### config.mk
export PLATFORM = sky130hd
export DESIGN_NAME = fetch_ctrl
export DESIGN_NICKNAME = d
export VERILOG_FILES = /design/src/rtl/fetch_ctrl.sv
export SDC_FILE = /design/constraint.sdc
export NUM_CORES = 1
export LEC_CHECK = 0
export ABC_AREA = 1
export ABC_CLOCK_PERIOD_IN_PS = 2200
export CAP_MARGIN = 5
export CORE_MARGIN = 2
export CORE_UTILIZATION = 37
export CTS_BUF_LIST = sky130_fd_sc_hd__clkbuf_16
export CTS_CLUSTER_DIAMETER = 60
export DETAILED_ROUTE_END_ITERATION = 6
export GPL_TIMING_DRIVEN = 0
export PLACE_DENSITY_LB_ADDON = 0.3
export SYNTH_ARGS = -nofsm -noshare
export SYNTH_HDL_FRONTEND = slang
export SYNTH_SLANG_ARGS = --single-unit
### constraint.sdc
create_clock -name CLK -period 2.2 [get_ports CLK]
set_input_delay 0.44 -clock CLK [delete_from_list [all_inputs] [get_ports CLK]]
set_output_delay 0.44 -clock CLK [all_outputs]
set_load 0.03 [all_outputs]
### src/rtl/fetch_ctrl.sv
// fetch_ctrl: run-control sequencer driving the fetch stage's init/halt/branch/target
//   Optional feature: define FETCH_CYCLE_COUNT_EN to build the saturating run-cycle counter;
//   when undefined CycleCount is tied to 0.
//   Ports:
//     CLK          system clock, rising edge
//     Init         synchronous active-high reset
//     Start        one-cycle pulse to begin or restart execution
//     HaltInstr    current instruction is halt
//     MemBusy      data memory not ready, instruction must not retire
//     BranchType   00 none, 01 always, 10 if ZeroFlag, 11 if !ZeroFlag
//     ZeroFlag     ALU zero flag
//     BranchOffset signed word offset
//     IfInit/IfHalt/IfBranch/IfTarget  fetch stage controls (combinational)
//     Busy/Done    run handshake
//     CycleCount   cycles spent in RUN
module fetch_ctrl #(
  parameter int INIT_CYCLES = 2,
  parameter int TGT_W       = 3,
  parameter int CNT_W       = 16
) (
  input  logic             CLK,
  input  logic             Init,
  input  logic             Start,
  input  logic             HaltInstr,
  input  logic             MemBusy,
  input  logic [1:0]       BranchType,
  input  logic             ZeroFlag,
  input  logic [TGT_W-1:0] BranchOffset,
  output logic             IfInit,
  output logic             IfHalt,
  output logic             IfBranch,
  output logic [TGT_W-1:0] IfTarget,
  output logic             Busy,
  output logic             Done,
  output logic [CNT_W-1:0] CycleCount
);
  typedef enum logic [1:0] {S_IDLE, S_INIT, S_RUN, S_DONE} state_t;
  state_t     r_state;
  logic [3:0] r_icnt;
  logic       w_idle, w_init, w_run, w_done, w_stall, w_take, w_start_ok;
  assign w_idle     = r_state == S_IDLE;
  assign w_init     = r_state == S_INIT;
  assign w_run      = r_state == S_RUN;
  assign w_done     = r_state == S_DONE;
  // Halt outranks MemBusy; either one blocks the branch, which is re-evaluated next cycle
  assign w_stall    = HaltInstr | MemBusy;
  assign w_take     = (BranchType == 2'b01) | (BranchType == 2'b10 & ZeroFlag) | (BranchType == 2'b11 & ~ZeroFlag);
  assign w_start_ok = Start & (w_idle | w_done);
  assign IfInit     = w_idle | w_init;
  assign IfHalt     = w_idle | w_done | (w_run & w_stall);
  assign IfBranch   = w_run & ~w_stall & w_take;
  assign IfTarget   = IfBranch ? BranchOffset : '0;
  assign Busy       = w_init | w_run;
  assign Done       = w_done;
  always_ff @(posedge CLK) begin
    if (Init) begin
      r_state <= S_IDLE;
      r_icnt  <= '0;
    end else if (w_start_ok) begin
      r_state <= S_INIT;
      r_icnt  <= '0;
    end else if (w_init) begin
      r_icnt  <= r_icnt + 4'd1;
      r_state <= (r_icnt == 4'(INIT_CYCLES - 1)) ? S_RUN : S_INIT;
    end else if (w_run && HaltInstr) begin
      r_state <= S_DONE;
    end
  end
`ifdef FETCH_CYCLE_COUNT_EN
  logic [CNT_W-1:0] r_cnt;
  always_ff @(posedge CLK) begin
    if (Init || w_start_ok)
      r_cnt <= '0;
    else if (w_run && r_cnt != {CNT_W{1'b1}})
      r_cnt <= r_cnt + 1'b1;
  end
  assign CycleCount = r_cnt;
`else
  assign CycleCount = '0;
`endif
endmodule

==> out/results.ini <==
[global_route]
grt_pass1_vias=505
antenna_found_initial=0
grt_usage_pct=15.0
use_met2_pct=27.5
grt_pass1_wl_um=2040
top_usage_layer=met2
global_route.usage.met1_pct=14.7
gr-total-overflow=0
grt_max_degree=8
met3_usage_pct=5.17

[cells_and_area]
final_cell_mix=nand2_1 (20), buf_4 (16), conb_1 (16)
nets=134
final_util_pct=63.9
area_delta_synth_final_pct=58.4
antenna_cells=0
drive_above_1_share_pct=20.9
final_cells=130
fin_area_um2=852
layout_commonest_cell=nand2_1
fill_cells=129

[synth]
synth_area_um2=538
synth_adder_area_share_pct=14.0
avgSynthCellArea_um2=6.81
synth.distinct_cells=15
ys_ff_latch=6
synth_seq_area_share_pct=22.3
synth-xor-area-share_pct=1.63
synthMuxAreaShare_pct=0
synth-simple-area-share_pct=29.1
synth_cells=79
synth_compound_gate_area_share_pct=3.72
synth_top_family_by_area=simple AND/OR/NAND/NOR gates
yosys_warnings=0

[floorplanning]
die_h_um=42.1
core_mm2=0.00133
dieWidth_um=42.1
dieArea_mm2=0.00177
boundaryPins=35
num_rows=13
start_util_pct=40.3

[setup_path]
startpoint=ZeroFlag
worst_setup_path_end_kind=primary output
r2r_cells=8
cp-start-kind=input pin
worstPathArrival_ns=1.60
r2r_slack_ns=0.87
cp.required_ns=1.76
reg2reg_to=r_icnt[3]
cp_max_fo=4
worst-setup-path-type=input pin to primary output
r2r_start=r_state[0]

[clocking]
post-cts-setup-buffer-count=0
post_cts_resize_count=6
clk_path_buf_depth=2
cts_buffers=3
cts-root-buf=clkbuf_16
htree_levels=1
postCtsHoldBufs=0
cts_sinks=6
worst_skew_pair.late_latency_ns=0.23
tritoncts=yes
clkTransAtPathRegs_ns=0.03

[power_and_ir_drop]
p_per_area_mw_per_mm2=679
switchingPower_uw=164
combPwrFrac_pct=27.9
netSwitchingFraction_pct=28.4
p_leak_uw=0.000468
p_clk_share_pct=51.1
p_seq_share_pct=21.1
p_int_uw=414
ir_worst_vdd_mv=0.542

[timing]
finalCritPeriodShare_pct=92.9
finClkSkew_ns=0.00193
finalSetupViolations=0
rsz0062_at_grt=false
hold_viol=0
layout_min_cycle_time_ns=2.04
max_freq_mhz=490
finalMaxSlewViolations=0

[hold_path]
hold_depth=2
whs_endpoint=r_icnt[1]
hold_path_class=flip-flop to flip-flop
min_from=r_icnt[1]

[placed_design]
place.gp.congestion=0.713
place_area_um2=793
dp_cells=127
dp_hpwl_um=915
portBuffers=18

[outcome]
outcome=complete, no violations

[route]
dr_total_vias=515
drcViolationCount=0
wire_per_inst_um=8.56
drt_wl_total_um=1110
viasPerCell=3.96
dr.first_iter.drc_count=5
dr.pass1.iters=2
ant_nets=0

[job]
maxCapViolCount=0

==> flip-flops by register name (all words and copies together), names as in the netlist <==
name / cells
r_icnt: 4
r_state: 2
==> how the worst max path moves through the flow <==
stage                              to  cells past startpoint
after global routing         IfBranch                      6
after global placement    IfTarget[0]                      6
after floorplan           IfTarget[0]                      4
after CTS                 IfTarget[0]                      6
final                        IfBranch                      6
after detailed placement  IfTarget[0]                      6
==> synth_stat cells (all sizes together) <==
master	n	area, µm²
inv	9	33.8
nor3b	4	30.0
nor2	9	33.8
or2	2	12.5
nand3	1	5.00
o21ai	1	5.00
a21oi	3	15.0
conb	1	3.75
buf	16	120
dfxtp	6	120
ha	6	75.1
nand2	20	75.1
xor2	1	8.76
==> cell type report <==
type / instances / area [µm²] / area share [%]
Timing Repair Buffer: 18 / 164 / 19.2
Buffer: 16 / 120 / 14.1
Multi-Input combinational cell: 63 / 320 / 37.6
Sequential cell: 6 / 120 / 14.1
Clock buffer: 3 / 75.1 / 8.81
Tap cell: 15 / 18.8 / 2.20
Inverter: 9 / 33.8 / 3.96
==> stage by stage <==
| step | hold WS [ns] | worst slack (ns) | TNS, ns | total power [µW] |
|---|---|---|---|---|
| after floorplan | 0.473 | 0.351 | 0 | 243 |
| after global placement | 0.491 | -0.213 | -0.722 | 286 |
| after detailed placement | 0.497 | -0.258 | -0.882 | 290 |
| after CTS | 0.506 | 0.0235 | 0 | 587 |
| after global routing | 0.536 | 0.0288 | 0 | 610 |
| final | 0.502 | 0.157 | 0 | 579 |
==> power groups by stage <==
stage               combinational, µW  clock, µW  sequential, µW
floorplan                         121          0             122
finish                            161        296             122
global route                      176        311             123
detailed placement                166          0             124
CTS                               162        303             122
global placement                  163          0             123
==> critical path: stages <==
cell and delay, ns:
clkdlybuf4s50_1 0.48, nand2_1 0.06, nand2_1 0.05, nand2_1 0.09
nor2_1 0.09, dlygate4sd2_1 0.40
==> layer usage <==
layer	vias up	routed length (µm)	part of all wire [%]
met2	27	537	48
met5	-	0	0
met3	3	142	13
met4	0	22	2.0
li1	282	-	-
met1	203	411	37
==> kinds of logic after synthesis <==
family / Yosys count
adders and majority gates: 6
AOI/OAI and AO/OA: 4
other: 1
DFF: 6
and+or+nand+nor: 36
buffers and inverters: 25
xor gates and xnor gates: 1
Note: power is estimated with default switching activity, not from simulation.
